## src/rtl/servo_cmd_ctrl.sv

```systemverilog
// servo_cmd_ctrl: decodes SPI command words into operations on a bank of PWM
// period registers, services debounced button steps on the selected channel,
// and builds the response word the SPI slave shifts out on the next transfer.
module servo_cmd_ctrl #(
  parameter int NUM_CH       = 4,
  parameter int PERIOD_W     = 11,
  parameter int PERIOD_MAX   = 2000,
  parameter int STEP         = 100,
  parameter int RESET_PERIOD = 150
) (
  input  logic                         clk,
  input  logic                         reset,
  input  logic [31:0]                  rx_word,
  input  logic                         rx_valid,
  input  logic                         btn_up,
  input  logic                         btn_down,
  output logic [NUM_CH*PERIOD_W-1:0]   period,
  output logic [31:0]                  tx_word,
  output logic                         cmd_done,
  output logic                         cmd_error
);

  localparam int CW = (NUM_CH > 1) ? $clog2(NUM_CH) : 1;
  localparam logic signed [17:0] MAX_S  = 18'(PERIOD_MAX);
  localparam logic signed [17:0] STEP_S = 18'(STEP);

  typedef enum logic [1:0] {IDLE, DECODE, EXEC, RESPOND} state_t;
  state_t state;

  logic [31:0]         cmd;
  logic [PERIOD_W-1:0] regs [NUM_CH];
  logic [CW-1:0]       sel_ch;
  logic [7:0]          err_cnt;
  logic [7:0]          overrun_cnt;
  logic                pend_up;
  logic                pend_dn;

  // Decode results registered in DECODE, consumed in EXEC and RESPOND
  logic                err_r;
  logic                clamp_r;
  logic                wr_en_r;
  logic                sel_en_r;
  logic [PERIOD_W-1:0] new_val_r;
  logic [15:0]         rdata_r;

  logic [3:0]          op;
  logic [3:0]          ch;
  logic [7:0]          tag;
  logic [15:0]         data;
  logic [CW-1:0]       ch_idx;

  assign op     = cmd[31:28];
  assign ch     = cmd[27:24];
  assign tag    = cmd[23:16];
  assign data   = cmd[15:0];
  assign ch_idx = cmd[24 +: CW];

  logic                legal;
  logic                dec_clamp;
  logic [PERIOD_W-1:0] dec_val;
  logic [15:0]         dec_rdata;
  logic signed [17:0]  cur_ext;
  logic signed [17:0]  sum;
  logic signed [17:0]  sel_ext;
  logic signed [17:0]  up_ext;
  logic signed [17:0]  dn_ext;
  logic                service;
  logic [PERIOD_W-1:0] btn_val;

  // Command decode, clamped arithmetic and button step value
  always_comb begin
    legal     = (op <= 4'd5) && !((op >= 4'd1) && (op <= 4'd4) && (int'(ch) >= NUM_CH));
    cur_ext   = 18'(regs[ch_idx]);
    sum       = $signed(cur_ext + {{2{data[15]}}, data});
    dec_val   = '0;
    dec_clamp = 1'b0;
    dec_rdata = '0;
    case (op)
      4'd1: begin
        if (32'(data) > PERIOD_MAX) begin
          dec_val   = PERIOD_W'(PERIOD_MAX);
          dec_clamp = 1'b1;
        end else begin
          dec_val = PERIOD_W'(data);
        end
      end
      4'd2: dec_rdata = 16'(regs[ch_idx]);
      4'd4: begin
        if (sum < 0) begin
          dec_val   = '0;
          dec_clamp = 1'b1;
        end else if (sum > MAX_S) begin
          dec_val   = PERIOD_W'(PERIOD_MAX);
          dec_clamp = 1'b1;
        end else begin
          dec_val = PERIOD_W'(sum);
        end
      end
      4'd5: dec_rdata = {overrun_cnt, err_cnt};
      default: ;
    endcase

    service = (state == IDLE) && !rx_valid && (pend_up || pend_dn);
    sel_ext = 18'(regs[sel_ch]);
    up_ext  = sel_ext + STEP_S;
    dn_ext  = sel_ext - STEP_S;
    btn_val = regs[sel_ch];
    if (pend_up && !pend_dn) begin
      btn_val = (up_ext > MAX_S) ? PERIOD_W'(PERIOD_MAX) : PERIOD_W'(up_ext);
    end else if (pend_dn && !pend_up) begin
      btn_val = (dn_ext < 0) ? '0 : PERIOD_W'(dn_ext);
    end
  end

  // Command FSM, period bank, response word and counters
  always_ff @(posedge clk) begin
    if (!reset) begin
      state       <= IDLE;
      cmd         <= '0;
      for (int unsigned i = 0; i < NUM_CH; i++) regs[i[CW-1:0]] <= PERIOD_W'(RESET_PERIOD);
      sel_ch      <= '0;
      tx_word     <= '0;
      cmd_done    <= 1'b0;
      cmd_error   <= 1'b0;
      err_cnt     <= '0;
      overrun_cnt <= '0;
      err_r       <= 1'b0;
      clamp_r     <= 1'b0;
      wr_en_r     <= 1'b0;
      sel_en_r    <= 1'b0;
      new_val_r   <= '0;
      rdata_r     <= '0;
    end else begin
      cmd_done  <= 1'b0;
      cmd_error <= 1'b0;
      if (rx_valid && (state != IDLE) && (overrun_cnt != 8'hFF)) overrun_cnt <= overrun_cnt + 8'd1;
      case (state)
        IDLE: begin
          if (rx_valid) begin
            cmd   <= rx_word;
            state <= DECODE;
          end else if (service) begin
            regs[sel_ch] <= btn_val;
          end
        end
        DECODE: begin
          err_r     <= !legal;
          clamp_r   <= legal && dec_clamp;
          wr_en_r   <= legal && ((op == 4'd1) || (op == 4'd4));
          sel_en_r  <= legal && (op == 4'd3);
          new_val_r <= dec_val;
          rdata_r   <= legal ? dec_rdata : '0;
          state     <= EXEC;
        end
        EXEC: begin
          if (wr_en_r) regs[ch_idx] <= new_val_r;
          if (sel_en_r) sel_ch <= ch_idx;
          state <= RESPOND;
        end
        RESPOND: begin
          tx_word   <= err_r ? {4'b1000, ch, tag, 16'h0000}
                             : {1'b0, clamp_r, 2'b00, ch, tag, rdata_r};
          cmd_done  <= 1'b1;
          cmd_error <= err_r;
          if (err_r && (err_cnt != 8'hFF)) err_cnt <= err_cnt + 8'd1;
          state     <= IDLE;
        end
        default: state <= IDLE;
      endcase
    end
  end

  // Button pending flags: a pulse on an already-set flag is absorbed
  always_ff @(posedge clk) begin
    if (!reset) begin
      pend_up <= 1'b0;
      pend_dn <= 1'b0;
    end else begin
      pend_up <= (pend_up && !service) || (btn_up && !pend_up);
      pend_dn <= (pend_dn && !service) || (btn_down && !pend_dn);
    end
  end

  // Flatten the period bank onto the output bus
  always_comb begin
    period = '0;
    for (int unsigned i = 0; i < NUM_CH; i++) period[i*PERIOD_W +: PERIOD_W] = regs[i[CW-1:0]];
  end

endmodule
```

## config.mk

```make
export PLATFORM = sky130hd
export DESIGN_NAME = servo_cmd_ctrl
export DESIGN_NICKNAME = d
export VERILOG_FILES = /design/src/rtl/servo_cmd_ctrl.sv
export SDC_FILE = /design/constraint.sdc
export NUM_CORES = 1
export LEC_CHECK = 0
export CAP_MARGIN = 20
export CELL_PAD_IN_SITES_DETAIL_PLACEMENT = 1
export CELL_PAD_IN_SITES_GLOBAL_PLACEMENT = 1
export CORE_MARGIN = 2
export CORE_UTILIZATION = 38
export DETAILED_ROUTE_END_ITERATION = 8
export PLACE_DENSITY_LB_ADDON = 0.15
export SYNTH_ARGS = -nofsm -noshare
export SYNTH_HDL_FRONTEND = slang
export SYNTH_SLANG_ARGS = --single-unit
```

## constraint.sdc

```tcl
create_clock -name clk -period 3.9 [get_ports clk]
set_input_delay 0.78 -clock clk [delete_from_list [all_inputs] [get_ports clk]]
set_output_delay 0.78 -clock clk [all_outputs]
set_load 0.005 [all_outputs]
```

After elaboration in Yosys (flattened, before gate mapping)
Memories as Yosys holds them, arrays and structs flattened. A register that Yosys moved wholly into a read port is not among the register bits.
Index checks and enable logic that the tools add are counted.
Word-level totals
  register bits after elaboration: 119
  RAM bits: 44
  output and inout port bits: 78
  word-level logic and storage cells: 115
  memories: 1
Cells by class
  add/subtract/negate cells: 5
  order comparisons: 9
  equal/unequal tests: 11
  muxes and demuxes: 38
  reductions and logical operators: 35
Memory list
  regs: words 4, bits a word 11, rd ports 6, clocked after Yosys merged registers in 2, wr ports 4, line 31  | logic [PERIOD_W-1:0] regs [NUM_CH];
Operators with widths (number)
  $mux 11: 9
  $mux 32: 1
  $pmux 16 s2: 1
  $pmux 11 s2: 1
  $reduce_or 11->1: 2
  $add 12x16->17: 1
  $gt 17x12->1 const B: 1
  $logic_and 1x1->1: 17
  $lt 17x1->1 const B: 1
  $add 8x1->8 const B: 2
  $gt 16x11->1 const B: 1
  $mux 1: 16
  $mux 16: 1
  $ne 8x8->1 const B: 2
  $mux 2: 7
  $add 11x7->12 const B: 1
  $gt 12x11->1 const B: 1
  $lt 12x1->1 const B: 1
  $sub 11x7->12 const B: 1
  $eq 4x2->1 const B: 2
  $eq 4x3->1 const B: 2
  $le 4x3->1 const B: 2
  $pmux 2 s4: 1
  $reduce_and 2->1: 4
  other kinds (11): 20

Longest topological paths before layout
Gate-level depths: netlist (run 1).
  word-level depth: 11
  depth in mapped cells: 13

Worst setup path after synthesis (run 1)
Ideal clock, no wire load.
  path type: reg2reg
  start: reg with a tool-made name
  end: reg new_val_r[6]
  arrival: 3.766 ns
  path slack: 0.004 ns
  cell stages (with the launch flop): 13
  cell sequence: dfxtp_1 > buf_1 > mux4_2 > ha_1 > fa_1 > a21o_1 > a221oi_1 > o31ai_1 > nor4b_1 > and4_1 > buf_2 > and2_1 > a311oi_1
RTL lines
  end signal, assigned: line 151  | new_val_r <= dec_val;
  end, declared: line 43  | logic [PERIOD_W-1:0] new_val_r;

==> summary by stage, run 1 <==
Hold path
The worst hold path class is reg -> reg.

Placed design
The number of buffers added on ports is roughly 110. Once detailed placement completed, the half-perimeter wirelength came to 20.5 mm. After detailed placement, the design holds a cell count of between 1000 and 1500.

Routability-driven placement finished with a final weighted congestion of between 0.9 and 1. The worst slack after detailed placement is ~0.084 ns.

Detailed routing
The first detailed-routing pass took 5 iterations. The routed layout has roughly 7400 vias. The detail-routed net length per standard cell is approximately 21 um.

The final wirelength is between 20 and 30 mm. The remaining antenna violation count is 0. The detailed-route vias per instance is about 5.6. For this block, the initial DRC count from the detailed router was 546.

The number of remaining DRC errors is 0.

Pwr
The switching component of the power is around 0.0019 W. Power spread over the standard cell area amounts to 505 mW/mm^2. The share of total power dissipated in combinational logic is 0.273. The sequential group share of total power is 0.403. The switching share of power is 0.347. The cell internal power dissipation is about 0.0035 W.

The cell leakage power is ~3.8 nW. The clock group share of total power is 0.324. The maximum vdd ir drop is 0.292 mV.

STA
On the final layout, the worst clock skew is 0.0160 ns. The share of the clock period used by the worst path after layout is 0.958. Headroom to the max-slew limit came out at 0.367. The number of endpoints failing setup at the final stage is 0.

Setup repair after global routing left no endpoint under its margin. For the pin with the worst max-slew slack, the measured transition is roughly 0.94 ns. Setup slack on the critical path of the routed design comes to between 0.15 and 0.2 ns.

The hold violation total from the final report is 0. The shortest period the worst path allows is ~3.7 ns. The number of pins with negative max-slew slack in the final report is 0. The maximum clock frequency is between 200 and 300 MHz. The worst slack on hold paths is roughly 0.47 ns. For the final routed database, the setup TNS stands at 0 ns.

Clock tree
The clock latency on the worst-skew pair is ~0.44 ns. CTS placed an instance of sky130_fd_sc_hd__clkbuf_16 at the clock tree root. The number of clock buffers inserted by TritonCTS is 17.

Counting every sink on the clock net gives roughly 170. The TritonCTS clock tree is yes. Clock-pin slew was measured on the worst setup and hold paths at 0.07 ns.

The total number of H-tree levels is 4. The longest clock path from root to sink contains 2 buffers.

Floorplanning
Row generation in the floorplan step produced 54 rows. For this configuration, the core starts out at a cell density of 0.387. The floorplan die height is approximately 150 um. The floorplan step set the die width to between 150 and 200 um.

The area of the placeable core is 0.0218 mm^2. The I/O pin total is 115. The die area is about 0.023 mm^2.

Job
Max-cap violations in this run came to 0.

Synth
The biggest area contributor in the post-synthesis netlist is sky130_fd_sc_hd__dfxtp_1. The commonest cells after synthesis are sky130_fd_sc_hd__nand2_1, sky130_fd_sc_hd__dfxtp_1, sky130_fd_sc_hd__nor2b_1, sky130_fd_sc_hd__a21oi_1, sky130_fd_sc_hd__nor2_1. Among all cell types in the netlist, the one instantiated most often is sky130_fd_sc_hd__nand2_1. The number of warning messages in the yosys log is 0. The fraction of the yosys area taken by sequential cells is 0.445.

The mean area per synthesized cell is around 9.5 um^2. The synthesized netlist occupies a cell area of between 0.008 and 0.009 mm^2. The share of the synthesized area in the top cell type is 0.288. The most used flip-flop cell after synthesis is sky130_fd_sc_hd__dfxtp_1. The synthesized netlist contains 65 unique library cells.

The synthesized design contains 44 enable-type register cells. The async set or reset register ratio after synthesis is 0. Synthesis inferred around 170 register bits. The number of instances in the synthesized netlist is just under 900. By area the synthesized netlist is led by sky130_fd_sc_hd__dfxtp_1, sky130_fd_sc_hd__edfxtp_1, sky130_fd_sc_hd__nand2_1.

Setup path
STA classifies the critical path endpoint as a flop. The critical path data required time is roughly 4.2 ns. The start-to-end type of the worst setup path is reg -> reg. Data arrives at the worst endpoint at roughly 4 ns. The largest driver fanout on the critical path is 8. The worst setup path is launched from a flop.

Layout
Relative to the synthesized area, the layout overhead comes to 26.4%. The end-of-flow core utilization is 0.489. The net count reported at finish is ~1100. In the final layout, the share of cells above drive strength 1 is 0.105. The layout has 2515 filler cells.

The count of cells in the finished layout, fillers not included, comes to approximately 1300.

Global route
The first global-routing pass estimated between 40 and 50 mm of wire. The initial antenna violation count is 1. The remaining global-route overflow is 0.

The number of global-route vias before repair is about 7400. The global-route usage over all layers is 0.234. Entering global routing, the biggest net connects about 110 pins.

Outcome
The flow ran to the end, and the final reports show no timing, DRC or antenna violations.
==> state kept, by name (all words and copies together) (netlist names), named ones only <==
signal	cells
clamp_r	1
wr_en_r	1
state	2
cmd	32
sel_ch	2
pend_dn	1
err_r	1
err_cnt	8
regs	44
cmd_error	1
pend_up	1
new_val_r	11
sel_en_r	1
cmd_done	1
tx_word	30
overrun_cnt	8
rdata_r	16
==> cell usage in the layout (no fill, tap or decap), types with 5 or more instances in the layout <==
cell type,netlist,final
sky130_fd_sc_hd__nand2_1,123,123
sky130_fd_sc_hd__mux2i_1,14,14
sky130_fd_sc_hd__a211oi_1,8,8
sky130_fd_sc_hd__nand4_1,16,16
sky130_fd_sc_hd__a21oi_1,53,53
sky130_fd_sc_hd__xor2_1,8,8
sky130_fd_sc_hd__o211ai_1,5,5
sky130_fd_sc_hd__ha_1,20,19
sky130_fd_sc_hd__a22oi_2,5,5
sky130_fd_sc_hd__dfxtp_1,121,120
sky130_fd_sc_hd__clkbuf_16,0,19
sky130_fd_sc_hd__and2_1,17,17
sky130_fd_sc_hd__or3_1,9,9
sky130_fd_sc_hd__inv_1,25,25
sky130_fd_sc_hd__nor2_1,52,52
sky130_fd_sc_hd__and3_1,9,9
sky130_fd_sc_hd__o22ai_1,5,5
sky130_fd_sc_hd__clkdlybuf4s50_1,0,111
sky130_fd_sc_hd__edfxtp_1,44,44
sky130_fd_sc_hd__a31oi_1,7,7
sky130_fd_sc_hd__a21boi_0,43,43
sky130_fd_sc_hd__a222oi_1,11,11
sky130_fd_sc_hd__nor3_1,7,7
sky130_fd_sc_hd__xnor2_1,16,16
sky130_fd_sc_hd__nand3_1,19,19
sky130_fd_sc_hd__nand2b_1,11,11
sky130_fd_sc_hd__o21ai_0,38,38
sky130_fd_sc_hd__buf_4,2,44
sky130_fd_sc_hd__inv_6,0,6
sky130_fd_sc_hd__mux4_2,19,19
sky130_fd_sc_hd__nor2b_1,67,67
sky130_fd_sc_hd__a22oi_1,6,6
==> cell families (layout without fill, tap and decap cells) <==
kind of cell,count (synthesis),in the layout,share of synthesized area
other,1,3,0.000446
AND/OR/NAND/NOR,345,345,0.203
AO/OA/AOI/OAI,219,219,0.180
XOR/XNOR,24,24,0.0250
buffers and inverters,78,215,0.0376
multiplexers,36,36,0.0769
flip-flops,165,165,0.445
adder cells (fa/ha/maj),21,21,0.0321
==> power by group through the flow <==
stage / clock [W] / sequential [W] / combinational [W]
finish: 0.00174 / 0.00217 / 0.00147
global route: 0.00184 / 0.00219 / 0.00162
CTS: 0.00177 / 0.00216 / 0.00147
detailed placement: 0 / 0.00220 / 0.00146
global placement: 0 / 0.00220 / 0.00144
floorplan: 0 / 0.00207 / 0.000956
==> layout make-up <==
class | instances | area (um^2) | area share
Clock inverter | 12 | 129 | 0.0121
Tap cell | 280 | 350 | 0.0329
Inverter | 25 | 93.8 | 0.00882
Antenna cell | 1 | 2.50 | 0.000235
Multi-Input combinational cell | 647 | 4360 | 0.410
Clock buffer | 20 | 479 | 0.0450
Timing Repair Buffer | 158 | 1480 | 0.139
Sequential cell | 165 | 3740 | 0.352
==> worst max-delay path: stages (launching register included) <==
cell	delay, ns
sky130_fd_sc_hd__dfxtp_2	0.46
sky130_fd_sc_hd__buf_12	0.15
sky130_fd_sc_hd__mux4_2	0.54
sky130_fd_sc_hd__ha_1	0.46
sky130_fd_sc_hd__o21a_1	0.16
sky130_fd_sc_hd__o21ai_0	0.07
sky130_fd_sc_hd__a221o_1	0.36
sky130_fd_sc_hd__a311o_1	0.32
sky130_fd_sc_hd__nor4b_1	0.38
sky130_fd_sc_hd__and4_1	0.26
sky130_fd_sc_hd__buf_4	0.16
sky130_fd_sc_hd__and2_1	0.18
sky130_fd_sc_hd__a31oi_1	0.09
==> final timing paths <==
kind,slack (ns),to,startpoint,depth (start not counted)
min,0.47,cmd[19]$_SDFFE_PN0P_,cmd[19]$_SDFFE_PN0P_,2
max reg2reg,0.16,new_val_r[4]$_SDFFE_PN0N_,flop,12
min reg2reg,0.47,cmd[19]$_SDFFE_PN0P_,cmd[19]$_SDFFE_PN0P_,2
max,0.16,new_val_r[4]$_SDFFE_PN0N_,flop,12
==> per-stage QoR <==
step	total power [W]	area, um^2
after floorplan	0.00303	8420
after global placement	0.00364	10000
after detailed placement	0.00366	10000
final	0.00538	10600
after CTS	0.00540	10600
after global routing	0.00564	10600
==> layer usage <==
metal	GRT usage	part of all wire	wire, um
met1	0.322	0.46	12600
met2	0.382	0.47	12900
met3	0.0363	0.049	1340
met4	0.0688	0.019	527
met5	0	0	0
==> timing repair <==
| item | CTS | global route |
|---|---|---|
| setup endpoints to repair | 0 | 10 |
| gates resized for setup | 0 | 1 |
| hold endpoints to repair | 0 | 0 |
| hold buffers | 0 | 0 |
| buffers inserted | 0 | 0 |
Note: power is estimated with default switching activity, not from simulation.
==> run 2, diff against run 1 <==
Settings changed: CELL_PAD_IN_SITES_DETAIL_PLACEMENT 1 to unset, CELL_PAD_IN_SITES_GLOBAL_PLACEMENT 1 to unset, CORE_UTILIZATION 38 to 50, REMOVE_ABC_BUFFERS set to 1, SLEW_MARGIN set to 20.
==> run 2 against run 1 <==
Net effect: worst setup slack better by 0.077 ns; clock-buffer cell count is 2 lower; flip-flop and latch count stayed put; clock power about the same; final cell count down 5.7%; routed wire length decreased by 12%; worst hold slack lost 0.0031 ns; first-iteration DRC count up 16%; core utilization rose by 14 points; register-to-register slack gained 0.08 ns; sequential share of layout area is 0.54 points higher; critical path type unchanged; critical endpoint is now new_val_r[6]$_SDFFE_PN0N_; largest power group unchanged.
==> summary by stage, run 2 (synthesis results as in run 1) <==
Detailed routing
The detail-routed net length per standard cell is between 15 and 20 um. The detailed-route vias per instance is approximately 5.8. The routed metal-1 wire length is ~10 mm.

The amount of wire on met2 after detailed routing is 11.4 mm. The wire length on met3 is 1.58 mm. The final layout contains routed wiring with a total length of between 20 and 25 mm.

The detailed router finished its first iteration with ~630 violations. Before antenna repair, the detailed router went through 8 iterations. The routed layout has around 7200 vias.

For this run, design rule violations remaining after detail routing come to 0. The remaining antenna violation count is 0. Signal routing reaches up to met4.

Pwr
In this run the power density over the cells is ~510 mW/mm^2. The overall power is 0.00530 W. The maximum vdd ir drop is 0.364 mV. The cell leakage power is around 3.7 nW.

Layout
The end-of-flow core utilization is 0.634. In the layout the commonest cells are sky130_fd_sc_hd__nand2_1, sky130_fd_sc_hd__dfxtp_1, sky130_fd_sc_hd__clkdlybuf4s50_1. The number of antenna diodes in the final layout is 0. The largest registers in the layout are regs: 44 flops, cmd: 32 flops, tx_word: 30 flops. The number of flip-flops in the largest register is 44. The fill cell total of the finished layout is 1400. The net count reported at finish is between 1000 and 1500. Of the cells placed in the final design, the portion with a size suffix greater than 1 is 0.0947.

The most flop-heavy register is regs. The area growth from synthesis to layout is 24.5%. The most common cell after layout, fill and taps aside is sky130_fd_sc_hd__nand2_1.

Global route
The number of global-route vias before repair is between 6000 and 7000. The remaining global-route overflow is 0. In the global route stage, overall resource usage came out at 0.273. The initial antenna violation count is 0. The first-pass GRT wire length is 37.5 mm. Entering global routing, the biggest net connects 124 pins.

Placed design
The placed wire-length estimate after detailed placement is roughly 18 mm. In this run the tool buffered the top-level ports with about 110 buffer cells. The final RePlAce weighted congestion is approximately 0.97.

Setup path
The largest individual stage delay along the critical path comes from the cell sky130_fd_sc_hd__mux4_2. By startpoint and endpoint, the worst setup path is classified as reg -> reg. The terminus of the critical flop-to-flop path is new_val_r[6]$_SDFFE_PN0N_. The endpoint kind of the worst setup timing path is a flop.

The critical path data required time is 4.20 ns. The minimum setup slack among reg-to-reg paths is about 0.24 ns. STA classifies the critical path startpoint as a flop. The largest driver fanout on the critical path is 11. The depth of the most critical reg-to-reg path is 13. On the worst path, the slowest cell contributes a delay of approximately 0.53 ns. Walking the worst path, the cells encountered are buf_12 > mux4_2 > ha_1 > fa_1 > a21o_1 > a221oi_1 > buf_4 > o22a_1 > a21oi_1 > o21ai_0 > and4_1 > and2_1 > a311oi_1. At the worst endpoint, the arrival time is roughly 4.0 ns.

STA
In the final timing run, aggregate negative setup slack is 0 ns. Setup repair after global routing left no endpoint under its margin. Derived from the worst setup path, the maximum achievable clock frequency is ~270 MHz. Dividing the final minimum period by the clock period gives 0.938. The routed design could run at a clock period as short as approximately 3.7 ns. The clock arrives with between 0.01 and 0.015 ns of skew. The transition time at the pin with the least slew margin is between 0.9 and 1 ns. The worst pin sits at a relative slew slack of 0.338. The number of pins with negative max-slew slack in the final report is 0.

The hold violation total from the final report came to 0. Setup violations remaining at the end of the flow were counted as 0.

Clock tree
The number of clock buffers inserted by TritonCTS is 17. The tree built by TritonCTS fans out to 165 sinks. The number of hold buffers added after cts is 0. The longest clock path from root to sink contains 2 buffers. The H-tree generated during clock tree synthesis spans 4 levels. TritonCTS built the clock tree.

Clock-pin slew was measured on the worst setup and hold paths at roughly 0.070 ns. The later pin in the worst-skew pair is clocked with a latency of 0.44 ns. CTS placed an instance of sky130_fd_sc_hd__clkbuf_16 at the clock tree root.

Job
The tool flagged a number of max-cap violations equal to 0.

Hold path
The number of instances on the worst hold path is 2. The worst hold path belongs to the class reg -> reg. The endpoint of the worst hold-timing path is cmd[18]$_SDFFE_PN0P_. The startpoint identified for the worst hold timing path is cmd[18]$_SDFFE_PN0P_.

Floorplanning
During I/O placement, the number of pins put on the boundary was approximately 120. The core region is 0.0165 mm^2. The number of standard-cell rows in the floorplan is 47. In this run the horizontal extent of the chip is roughly 130 um. The floorplan step defined a die boundary enclosing roughly 0.018 mm^2. The die is ~130 um tall. The initial utilization of the core area, before any placement, comes to 0.509.

Outcome
The run finished with clean final reports.
==> run 2: cell types whose count changed in the layout (fill, tap and decap cells not counted), moves of 2 or more <==
cell,change
sky130_fd_sc_hd__buf_4,-13
sky130_fd_sc_hd__clkbuf_16,-2
sky130_fd_sc_hd__inv_6,-3
sky130_fd_sc_hd__inv_8,+3
==> run 2: final cells by class <==
| class | instances | area [um^2] | area share |
|---|---|---|---|
| Sequential cell | 165 | 3740 | 0.357 |
| Timing Repair Buffer | 145 | 1380 | 0.132 |
| Clock inverter | 14 | 181 | 0.0173 |
| Tap cell | 220 | 275 | 0.0263 |
| Clock buffer | 18 | 429 | 0.0410 |
| Multi-Input combinational cell | 647 | 4370 | 0.417 |
| Inverter | 25 | 93.8 | 0.00896 |
==> run 2: repair_timing <==
| item | 4_1_cts | 5_1_grt |
|---|---|---|
| hold endpoints to repair | 0 | 0 |
| resized for setup | 0 | 1 |
| setup buffers | 0 | 0 |
| endpoints found under the setup margin | 0 | 9 |
==> run 2: how the worst max path moves through the flow <==
stage	startpoint	end
after floorplan	flop	new_val_r[6]$_SDFFE_PN0N_
after global placement	flop	new_val_r[6]$_SDFFE_PN0N_
after detailed placement	flop	new_val_r[6]$_SDFFE_PN0N_
after CTS	flop	new_val_r[6]$_SDFFE_PN0N_
after global routing	flop	new_val_r[6]$_SDFFE_PN0N_
final	flop	new_val_r[6]$_SDFFE_PN0N_
==> run 2: per-layer routing <==
layer,vias up,GRT usage
li1,3427,-
met1,3459,0.362
met2,269,0.437
met3,41,0.0487
met4,0,0.120
met5,-,0
==> run 2: critical path, delay by kind of cell (launching register included) <==
| family | cells | cell delay [ns] |
|---|---|---|
| compound gates | 6 | 1.02 |
| fa+ha+maj | 2 | 0.67 |
| simple gates | 2 | 0.59 |
| mux | 1 | 0.53 |
| flops | 1 | 0.35 |
| buf+inv | 2 | 0.34 |
==> run 2: metrics by stage <==
step           hold WS [ns]  area, um^2  worst slack [ns]  instances
6_report              0.467       10500             0.240       1234
5_1_grt               0.489       10500            0.0236       1234
4_1_cts               0.470       10500             0.176       1234
3_5_place_dp          0.460        9860             0.194       1202
3_3_place_gp          0.455        9840             0.179       1201
2_1_floorplan         0.443        8200             0.190        837
==> run 2: power by group <==
part	internal [W]	total [W]	switching, W
logic	0.000565	0.00142	0.000857
clock network	0.000976	0.00175	0.000775
registers	0.00194	0.00213	0.000190
total	0.00348	0.00530	0.00182
